$ cat config.mk
export PLATFORM = sky130hd
export DESIGN_NAME = mcu_subsys_sram_arb
export DESIGN_NICKNAME = d
export VERILOG_FILES = /design/src/rtl/mcu_subsys_pkg.sv /design/src/rtl/mcu_subsys_rr_pick.sv /design/src/rtl/mcu_subsys_sram_arb.sv
export SDC_FILE = /design/constraint.sdc
export NUM_CORES = 1
export LEC_CHECK = 0
export ABC_AREA = 1
export CAP_MARGIN = 20
export CORE_AREA = 2 2 119 121
export DETAILED_ROUTE_END_ITERATION = 10
export DIE_AREA = 0 0 121 123
export PLACE_DENSITY = 0.64
export SYNTH_ARGS = -nofsm -noshare
export SYNTH_HDL_FRONTEND = slang
export SYNTH_HIERARCHICAL = 1
export SYNTH_SLANG_ARGS = --single-unit
$ cat constraint.sdc
create_clock -name clk -period 1.55 [get_ports clk]
set_clock_uncertainty 0.05 [all_clocks]
set_input_delay 0.155 -clock clk [delete_from_list [all_inputs] [get_ports clk]]
set_output_delay 0.155 -clock clk [all_outputs]
set_load 0.03 [all_outputs]
$ cat src/rtl/mcu_subsys_pkg.sv
// Shared types and constants for the MCU subsystem SRAM arbiter and its helpers.
package mcu_subsys_pkg;

    typedef enum logic {
        ARB_IDLE = 1'b0,
        ARB_BUSY = 1'b1
    } arb_state_t;

    localparam logic ARB_PORT_CPU = 1'b0;
    localparam logic ARB_PORT_DMA = 1'b1;

    localparam int MEM_AW = 32;
    localparam int MEM_DW = 32;
    localparam int MEM_SW = 4;

    typedef struct packed {
        logic              valid;
        logic [MEM_AW-1:0] addr;
        logic [MEM_DW-1:0] wdata;
        logic [MEM_SW-1:0] wstrb;
    } mem_req_t;

    function automatic mem_req_t sel_req(input logic sel, input mem_req_t req_cpu,
                                         input mem_req_t req_dma);
        return (sel == ARB_PORT_DMA) ? req_dma : req_cpu;
    endfunction

endpackage

$ cat src/rtl/mcu_subsys_rr_pick.sv
// Two-requester round-robin picker: a lone requester wins, a tie goes to the port
// that did not complete last.
module mcu_subsys_rr_pick
    import mcu_subsys_pkg::*;
(
    input  logic [1:0] req,
    input  logic       last,
    output logic       grant
);

    always_comb begin
        grant = ARB_PORT_CPU;
        case (req)
            2'b01:   grant = ARB_PORT_CPU;
            2'b10:   grant = ARB_PORT_DMA;
            2'b11:   grant = ~last;
            default: grant = ARB_PORT_CPU;
        endcase
    end

endmodule

$ cat src/rtl/mcu_subsys_sram_arb.sv
// Arbiter sharing the single-port subsystem SRAM between the CPU (port 0) and the
// GNSS sample DMA (port 1), with a watchdog that completes unacknowledged accesses.
//
//   state    | meaning
//   ARB_IDLE | no access in flight; pick a winner from the current requests
//   ARB_BUSY | granted port's request forwarded to SRAM; wait for ready or watchdog
module mcu_subsys_sram_arb
    import mcu_subsys_pkg::*;
#(
    parameter int          TIMEOUT_CYC = 16,
    parameter logic [31:0] ERR_RDATA   = 32'hDEAD_BEEF
) (
    input  logic        clk,
    input  logic        rst,

    input  logic        cpu_mem_valid,
    output logic        cpu_mem_ready,
    input  logic [31:0] cpu_mem_addr,
    input  logic [31:0] cpu_mem_wdata,
    input  logic [3:0]  cpu_mem_wstrb,
    output logic [31:0] cpu_mem_rdata,

    input  logic        dma_mem_valid,
    output logic        dma_mem_ready,
    input  logic [31:0] dma_mem_addr,
    input  logic [31:0] dma_mem_wdata,
    input  logic [3:0]  dma_mem_wstrb,
    output logic [31:0] dma_mem_rdata,

    output logic        sram_mem_valid,
    input  logic        sram_mem_ready,
    output logic [31:0] sram_mem_addr,
    output logic [31:0] sram_mem_wdata,
    output logic [3:0]  sram_mem_wstrb,
    input  logic [31:0] sram_mem_rdata,

    output logic        timeout_err
);

    localparam int              WD_W    = $clog2(TIMEOUT_CYC);
    localparam logic [WD_W-1:0] WD_LOAD = WD_W'(TIMEOUT_CYC - 1);

    arb_state_t      state_q;
    logic            grant_q;
    logic            last_q;
    logic [WD_W-1:0] wd_cnt;

    mem_req_t    cpu_req;
    mem_req_t    dma_req;
    mem_req_t    gnt_req;
    logic        pick_grant;
    logic        busy;
    logic        wd_fire;
    logic        live;
    logic        done_ok;
    logic        done_to;
    logic [31:0] done_rdata;

    always_comb begin
        cpu_req.valid = cpu_mem_valid;
        cpu_req.addr  = cpu_mem_addr;
        cpu_req.wdata = cpu_mem_wdata;
        cpu_req.wstrb = cpu_mem_wstrb;
        dma_req.valid = dma_mem_valid;
        dma_req.addr  = dma_mem_addr;
        dma_req.wdata = dma_mem_wdata;
        dma_req.wstrb = dma_mem_wstrb;
    end

    mcu_subsys_rr_pick u_pick (
        .req   ({dma_mem_valid, cpu_mem_valid}),
        .last  (last_q),
        .grant (pick_grant)
    );

    assign gnt_req = sel_req(grant_q, cpu_req, dma_req);
    assign busy    = (state_q == ARB_BUSY);

    // Watchdog counts down from TIMEOUT_CYC-1; zero marks the last BUSY cycle allowed.
    assign wd_fire = (wd_cnt == '0);

    // Completions are suppressed while rst is high so an abandoned access never pulses ready.
    assign live       = busy && gnt_req.valid && !rst;
    assign done_ok    = live && sram_mem_ready;
    assign done_to    = live && !sram_mem_ready && wd_fire;
    assign done_rdata = done_ok ? sram_mem_rdata : ERR_RDATA;

    always_comb begin
        cpu_mem_ready = 1'b0;
        cpu_mem_rdata = '0;
        dma_mem_ready = 1'b0;
        dma_mem_rdata = '0;
        if (done_ok || done_to) begin
            if (grant_q == ARB_PORT_DMA) begin
                dma_mem_ready = 1'b1;
                dma_mem_rdata = done_rdata;
            end else begin
                cpu_mem_ready = 1'b1;
                cpu_mem_rdata = done_rdata;
            end
        end
    end

    assign timeout_err = done_to;

    assign sram_mem_valid = busy && gnt_req.valid;
    assign sram_mem_addr  = busy ? gnt_req.addr  : '0;
    assign sram_mem_wdata = busy ? gnt_req.wdata : '0;
    assign sram_mem_wstrb = busy ? gnt_req.wstrb : '0;

    always_ff @(posedge clk) begin
        if (rst) begin
            state_q <= ARB_IDLE;
            grant_q <= ARB_PORT_CPU;
            last_q  <= ARB_PORT_DMA;
            wd_cnt  <= '0;
        end else begin
            case (state_q)
                ARB_IDLE: begin
                    if (cpu_mem_valid || dma_mem_valid) begin
                        grant_q <= pick_grant;
                        wd_cnt  <= WD_LOAD;
                        state_q <= ARB_BUSY;
                    end
                end
                ARB_BUSY: begin
                    if (!gnt_req.valid) begin
                        // Master withdrew its request: drop it without touching fairness history.
                        state_q <= ARB_IDLE;
                    end else if (sram_mem_ready || wd_fire) begin
                        last_q  <= grant_q;
                        state_q <= ARB_IDLE;
                    end else begin
                        wd_cnt <= wd_cnt - 1'b1;
                    end
                end
                default: state_q <= ARB_IDLE;
            endcase
        end
    end

endmodule

==> reports/summary.md, run 1 <==
In this run the worst path has a maximum fanout of 10. The worst setup path is of the reg -> out kind. The run gives 4 as the number of optimization iterations in the first detailed-route pass. The run gives 135 as the number of setup violations in the final report. Based on the critical path, the design can be clocked at up to 0.5157 GHz. For the pin with the worst max-slew slack, the measured transition is 0.3383 ns. The tools report the root cell of the clock tree as sky130_fd_sc_hd__clkbuf_16. The tools report the startpoint of the lowest-slack hold path as cpu_mem_valid. The final reports fail on setup timing. Measured along the y axis, the die boundary spans 123 µm.

Measured against its own limit, the worst slew margin works out to 77.21%. The DRC violation count after routing was 0. The ratio of cells with drive above 1 in the final layout works out to 48.62%.

The worst setup path is launched from a register. Setup repair after global routing could not meet its margin everywhere. STA classifies the critical path endpoint as a primary output. The placer's final routability congestion estimate was 0.8209. The count of port buffers added during placement came out at 308. The synthesized area divided by synthesized cell count was 4.733 µm²; the worst path arrival time was 1.73 ns. Number of antenna violations at the first check in global routing: 1. The tools report the maximum root-to-sink buffer count as 2.

For the number of H-tree branching levels, the log shows 1. The via count of the first global-routing pass is 4166. The endpoint required time on the critical path was 1.34 ns. For the count of pins over their slew limit, the log shows 0.

In this run the critical register-to-register path is launched from grant_q. Global routing used 17.22% of the available tracks. TritonCTS built the clock tree. The floorplan step defined a core boundary enclosing 13610 µm². The half-perimeter wire length after placement was 10.19 mm. The final layout contains 938 nets. Synthesis inferred 7 register bits. The run gives 0 as the number of hold-slack violations in the final timing report. After synthesis, the cell types taking the most area are sky130_fd_sc_hd__nor2_1, sky130_fd_sc_hd__o21ai_0, sky130_fd_sc_hd__dfxtp_1. The worst-case IR drop observed on VDD is 0.3417 mV.

The cell area after placement was 5901 µm²; the routed wire length per instance was 14.88 µm. The die outline width was 121 µm; the sum of overflow across all layers after global routing was 0. The number of distinct library cells after synthesis was 21; the number of vias after detailed routing was 4026. For the worst-skew pair, the clock arrives at the later sink with an insertion delay of 0.24 ns.

The floorplan step defined a die boundary enclosing 14880 µm². The area fraction of the dominant cell type after synthesis is 40.74%, and the number of nets with antenna violations after routing is 0. sky130_fd_sc_hd__nor2_1 takes more of the synthesized area than any other cell. The synthesis warning total was 6; the fraction of the yosys area taken by sequential cells was 7.383%. Synthesis produced a netlist with a net count of 575. Hold-fix buffer count after cts: 0. Excluding fillers, the count of instances in the completed layout stands at 944.

The clock-pin slew of the registers on the worst-case setup and hold paths works out to 0.03 ns. The cell area power density works out to 406.2 nW/µm². The class of the worst hold path was in -> reg. The run gives 7 as the clock sink count.

Tracing the worst setup path back leads to its startpoint at grant_q. In this run the static leakage power is 0.003089 µW. The post-route minimum period is 1.939 ns, and the finished layout cell area is 6835 µm².

The detail-routed via count per cell was 4.265. After floorplanning, the core was divided into 43 placement rows. Hold timing on the final database bottoms out at a slack of 0.4332 ns. Dividing the final minimum period by the clock period gives 125.1%.

The CTS buffer count was 3; the synthesis-to-finish area growth was 260.1%. The number of maximum-capacitance violations was 0. Synthesis produced 401 cells. The final layout contains routed wiring with a total length of 14.04 mm.

The number of placed instances, taps included is 922. The first global-routing pass estimated 20.59 mm of wire. The detailed router finished its first iteration with 82 violations.

Entering global routing, the biggest net connects 69 pins. The starting utilization of the core area was 13.94%; the netlist area before placement was 1898 µm². In this run the count of I/O pins placed on the die edge is 309. The setup slack after layout is -0.3892 ns.

The flow ran to the end, but the final reports show violations. At the placement stage, the worst setup path has a slack of -0.4765 ns.
[per-layer routing]
| layer | global-route usage (%) | wire, µm | up-vias |
|---|---|---|---|
| li1 | - | - | 1987 |
| met1 | 17.90 | 5105 | 1831 |
| met2 | 34.76 | 7625 | 191 |
| met3 | 3.229 | 1051 | 17 |
| met4 | 4.797 | 262 | 0 |
| met5 | 0 | 0 | - |
[synth_stat cells]
cell and n:
sky130_fd_sc_hd__buf_6 5, sky130_fd_sc_hd__nor3_1 17, sky130_fd_sc_hd__nor3_4 1, sky130_fd_sc_hd__clkbuf_1 16, sky130_fd_sc_hd__buf_2 11, sky130_fd_sc_hd__nand2_4 3, sky130_fd_sc_hd__ha_1 1, sky130_fd_sc_hd__nor2_8 1
sky130_fd_sc_hd__inv_1 18, sky130_fd_sc_hd__a21oi_2 1, sky130_fd_sc_hd__dfxtp_1 7, sky130_fd_sc_hd__inv_2 3, sky130_fd_sc_hd__nor2_2 9, sky130_fd_sc_hd__nor2_1 206, sky130_fd_sc_hd__nand3_2 2, sky130_fd_sc_hd__o21ai_0 70
sky130_fd_sc_hd__a21oi_1 5, sky130_fd_sc_hd__buf_4 1, sky130_fd_sc_hd__nand3_1 5, sky130_fd_sc_hd__nand4_1 1, sky130_fd_sc_hd__nand2_1 18
[worst max-delay path, cell delays in order (launching register included)]
cell and delay [ns]:
sky130_fd_sc_hd__dfxtp_4 0.35, sky130_fd_sc_hd__nand2_4 0.08, sky130_fd_sc_hd__nand2_4 0.06, sky130_fd_sc_hd__nor2_8 0.14, sky130_fd_sc_hd__nand3_4 0.21, sky130_fd_sc_hd__buf_16 0.23
sky130_fd_sc_hd__nor2_1 0.10, sky130_fd_sc_hd__buf_4 0.15, sky130_fd_sc_hd__nor2_4 0.04, sky130_fd_sc_hd__buf_6 0.13
[state kept, by name, indices dropped and copies added (netlist names)]
name     cells
wd_cnt       4
busy         1
grant_q      1
last_q       1
[layout make-up]
| cell class | count | area (µm²) |
|---|---|---|
| clock buffers | 4 | 78.83 |
| diodes | 1 | 2.502 |
| inverters | 21 | 88.84 |
| repair buffers | 391 | 4065 |
| multi-input cells | 340 | 2227 |
| well taps | 180 | 225.2 |
| flip-flops and latches | 7 | 147.6 |
| fillers | 1269 | 6777 |
[cells by family after synthesis]
logic type | after synthesis | synth area share (%)
and+or+nand+nor | 263 | 58.14
AOI/OAI and AO/OA | 76 | 20.24
DFF | 7 | 7.383
adders and majority gates | 1 | 0.6591
buffers and inverters | 54 | 13.58
[where the power goes]
part	leakage, µW	internal (µW)	switching (µW)
logic	0.00299	1030	1070
registers	0.0000596	202	19.4
clock network	0.0000382	343	110
total	0.00309	1580	1200
[layout by cell type (no fill, tap or decap), types with 2 or more instances in the layout]
cell type / instances
sky130_fd_sc_hd__dfxtp_1: 5
sky130_fd_sc_hd__o21ai_1: 2
sky130_fd_sc_hd__nand2_4: 4
sky130_fd_sc_hd__nand3_1: 5
sky130_fd_sc_hd__inv_1: 16
sky130_fd_sc_hd__nor2_1: 103
sky130_fd_sc_hd__buf_12: 20
sky130_fd_sc_hd__nand3_4: 2
sky130_fd_sc_hd__a21oi_1: 5
sky130_fd_sc_hd__nor2_4: 52
sky130_fd_sc_hd__buf_4: 116
sky130_fd_sc_hd__bufbuf_16: 2
sky130_fd_sc_hd__o21ai_0: 68
sky130_fd_sc_hd__nor3_4: 14
sky130_fd_sc_hd__nor2_2: 60
sky130_fd_sc_hd__buf_16: 3
sky130_fd_sc_hd__clkdlybuf4s50_1: 170
sky130_fd_sc_hd__clkbuf_16: 6
sky130_fd_sc_hd__inv_4: 2
sky130_fd_sc_hd__buf_6: 74
sky130_fd_sc_hd__nor3_2: 4
sky130_fd_sc_hd__dfxtp_4: 2
sky130_fd_sc_hd__inv_2: 2
sky130_fd_sc_hd__nand2_2: 3
sky130_fd_sc_hd__nand2_1: 14
[through the flow]
stage / total power [µW] / TNS [ns] / util, %
after global routing: 2930 / -46.60 / 50.20
after CTS: 2732 / -33.96 / 48.39
final: 2777 / -35.09 / 50.22
after floorplan: 1118 / -17.34 / -
after detailed placement: 2098 / -28.10 / 43.35
after global placement: 2071 / -24.49 / 43.35
[worst paths after layout]
check        slack (ns)  cells after the start                to
min                0.43                      5           grant_q
min reg2reg        0.45                      2            last_q
max               -0.39                      9  dma_mem_rdata[6]
max reg2reg        0.13                     11         wd_cnt[2]
[what timing repair did]
action	4_1_cts	5_1_grt
gates resized for setup	104	44
setup endpoints to repair	135	141
pin swaps	9	6
buffers inserted	10	2
cloned	5	4
Power figures use the tool's default switching activity.
==> run 2, diff against run 1 <==
- TNS_END_PERCENT: not set -> 30
==> run 2 against run 1 <==
Effect of this change:
- the run still ends with setup timing left
- sequential power barely moved
- final area down 8.5%
- flip-flop and latch count is the same
- register-to-register slack improved by 0.06 ns
==> reports/summary.md, run 2 (synthesis gave the netlist of run 1 again) <==
For the number of nets with antenna violations after routing, the log shows 0 (unchanged). The flow ran to the end, but the final reports show violations. The sum of overflow across all layers after global routing was 0 (unchanged). The standby leakage power was 0.002917 µW (-5.6%).

The logs give 923 (-1.6%) for the net total in the final layout and 0 (unchanged) for the number of maximum-capacitance violations. The met2 usage in global routing was 28.02% (-6.7 points); the number of setup violations in the final report was 135 (unchanged). The clock network latency to the later pin of the worst-skew pair came out at 0.23 ns (about the same). The global routing's busiest layer was met2. The power consumption is 2562 µW (-7.7%). Relative to the synthesized area, the layout overhead comes to 229.6%. The wire length of the first global-routing pass was 18.04 mm (-12%). For the endpoint required time on the critical path, the log shows 1.34 ns (about the same).

The worst vdd rail ir drop is 0.5238 mV (+53%). The clock-pin slew of the registers on the worst-case setup and hold paths came out at 0.04 ns (about the same). The routed wire length per instance is 13.98 µm (-6.1%).

The count of port buffers added during placement is 308 (unchanged). The met1 track demand over resource in global routing came out at 17.15% (-0.75 points). The number of buffers and inverters on the critical path was 5 (+2); the area of the die was 14880 µm² (unchanged). For the number of cell rows, the log shows 43 (unchanged). The peak clock frequency supported by timing came out at 0.5147 GHz (-0.20%).

The run gives 2 (unchanged) as the maximum root-to-sink buffer count. TritonCTS built the clock tree. The number of antenna violations at the first check in global routing was 0 (-1).

The cell sitting at the root of the clock tree is a sky130_fd_sc_hd__clkbuf_16. wd_cnt holds more flip-flops than any other register. The number of flip-flops under the largest register name was 4 (unchanged). Overall track demand over capacity in global routing: 15.24% (-2.0 points). The tools report the finished layout cell area as 6256 µm² (-8.5%). The logs give 0 (unchanged) for the number of hold-slack violations in the final timing report and 9.732 mm (-4.5%) for the half-perimeter wire length after placement. The run gives 5533 µm² (-6.2%) as the cell area after placement.

The post-route minimum period works out to 1.943 ns (+0.003830 ns). The run gives 1.74 ns (about the same) as the worst path arrival time. The normalized max-slew margin came out at 81.24% (+4.0 points). Worst-path cell with the longest stage delay: sky130_fd_sc_hd__dfxtp_2. The type of element capturing the critical path is a primary output.

Part of the cycle the worst path needs: 125.4% (+0.25 points). The largest stage delay on the critical path is 0.31 ns (-0.04 ns), and the number of I/O pins is 309 (unchanged). The tools report the largest net degree at the start of global routing as 72 (+4.3%).

The clock sink count came out at 7 (unchanged). The final total negative setup slack was -26.18 ns (+8.916 ns). For the total detailed-routing wirelength, the log shows 12.97 mm (-7.6%).

The number of placed instances, taps included is 907 (-1.6%), and the number of optimization iterations in the first detailed-route pass is 4 (unchanged). The hold-fix buffer count after cts was 0 (unchanged). Worst hold margin: 0.4444 ns (+0.01118 ns). The most common cell after layout, fill and taps aside was sky130_fd_sc_hd__clkdlybuf4s50_1. The class of the worst hold path was in -> reg. Number of H-tree branching levels: 1 (unchanged).

The DRC violation count after routing was 0 (unchanged). The tools report the starting utilization of the core area as 13.94% (unchanged). Setup repair after global routing could not meet its margin everywhere. The logs give 0.19 ns (+0.06 ns) for the worst setup slack for register-to-register paths and 4.151% (+0.92 points) for the met3 track utilization from global routing. The CTS buffer count was 3 (unchanged); the ratio of cells with drive above 1 in the final layout was 39.57% (-9.1 points). The number of vias after detailed routing came out at 3840 (-4.6%). The number of inserted diodes is 0 (-1). The cell area power density works out to 409.6 nW/µm² (+0.83%). The library cells used most frequently in the layout, excluding fill and tap cells, are sky130_fd_sc_hd__clkdlybuf4s50_1, sky130_fd_sc_hd__nor2_1, sky130_fd_sc_hd__buf_4. Die outline width: 121 µm (unchanged). The die extent in y was 123 µm (unchanged). The detail-routed via count per cell was 4.138 (-3.0%); the count of pins over their slew limit was 0 (unchanged). The post-layout instance count excluding filler cells is 928 (-1.7%), and the setup slack after layout is -0.3930 ns (-0.003830 ns).

STA classifies the critical path startpoint as a register. The highest net fanout along the worst path works out to 6 (-4). The logs give 118 (+44%) for the DRC violation total after the first TritonRoute iteration and 0.7665 (-6.6%) for the placer's final routability congestion estimate. Critical path start-end classification: reg -> out. The final reports fail on setup timing. The via count of the first global-routing pass is 3445 (-17%), and the standard cell core area is 13610 µm² (unchanged). Traced cell by cell, the critical path runs through inv_2 -> ha_4 -> nand2_2 -> nand2_2 -> buf_6 -> nand2_4 -> nor3_4 -> inv_4 -> buf_12 -> nor2_4 -> buf_6.

The largest delay contributor family on the critical path was buffers and inverters. The transition at the pin with the smallest max-transition slack is 0.2784 ns (-0.05988 ns).
## run 2: changes by cell type in the layout (fill, tap and decap cells not counted), sizes merged
| cell | delta |
|---|---|
| buf | -12 |
| clkbuf | -1 |
| bufbuf | -2 |
| diode | -1 |
## run 2: per-layer routing
metal  part of all wire [%]  up-vias
met2                     52      159
met5                      0        -
met4                    2.0        0
met3                    8.3       24
li1                       -     1965
met1                     38     1692
## run 2: worst paths after layout
check,start,end,depth (start not counted)
worst min-delay path,cpu_mem_valid,grant_q,5
worst min register to register,wd_cnt[0],wd_cnt[0],3
worst max-delay path,wd_cnt[0],cpu_mem_rdata[21],11
worst max register to register,busy,wd_cnt[0],8
## run 2: report_power, final
group	leakage, µW	internal [µW]	switching, µW
clock	0.0000382	342	98.3
combinational	0.00282	928	973
sequential	0.0000594	203	18.1
total	0.00292	1470	1090
## run 2: repair_timing
item	4_1_cts	5_1_grt
gates cloned	4	3
pin swaps	9	5
gates resized for setup	72	32
setup buffers	11	1
endpoints found under the setup margin	135	136
## run 2: cell type report
class                      instances  area, µm²
timing repair buffer             376       3752
multi-input combinational        340       1967
inverter                          21      86.33
tap                              180      225.2
sequential                         7      146.4
clock buffer                       4      78.83
fill                            1394       7356
## run 2: tightest hold or removal path, cell delays in order
cell and delay [ns]:
sky130_fd_sc_hd__dlymetal6s2s_1 0.16, sky130_fd_sc_hd__buf_4 0.14, sky130_fd_sc_hd__a21oi_2 0.04, sky130_fd_sc_hd__o21ai_0 0.15
sky130_fd_sc_hd__a21oi_1 0.04
## run 2: per-stage QoR
| stage | util [%] | setup slack [ns] |
|---|---|---|
| final | 45.96 | -0.3930 |
| after global placement | 40.65 | -0.3950 |
| after detailed placement | 40.65 | -0.4009 |
| after global routing | 45.96 | -0.4690 |
| after CTS | 44.60 | -0.3822 |
| after floorplan | - | -0.3673 |
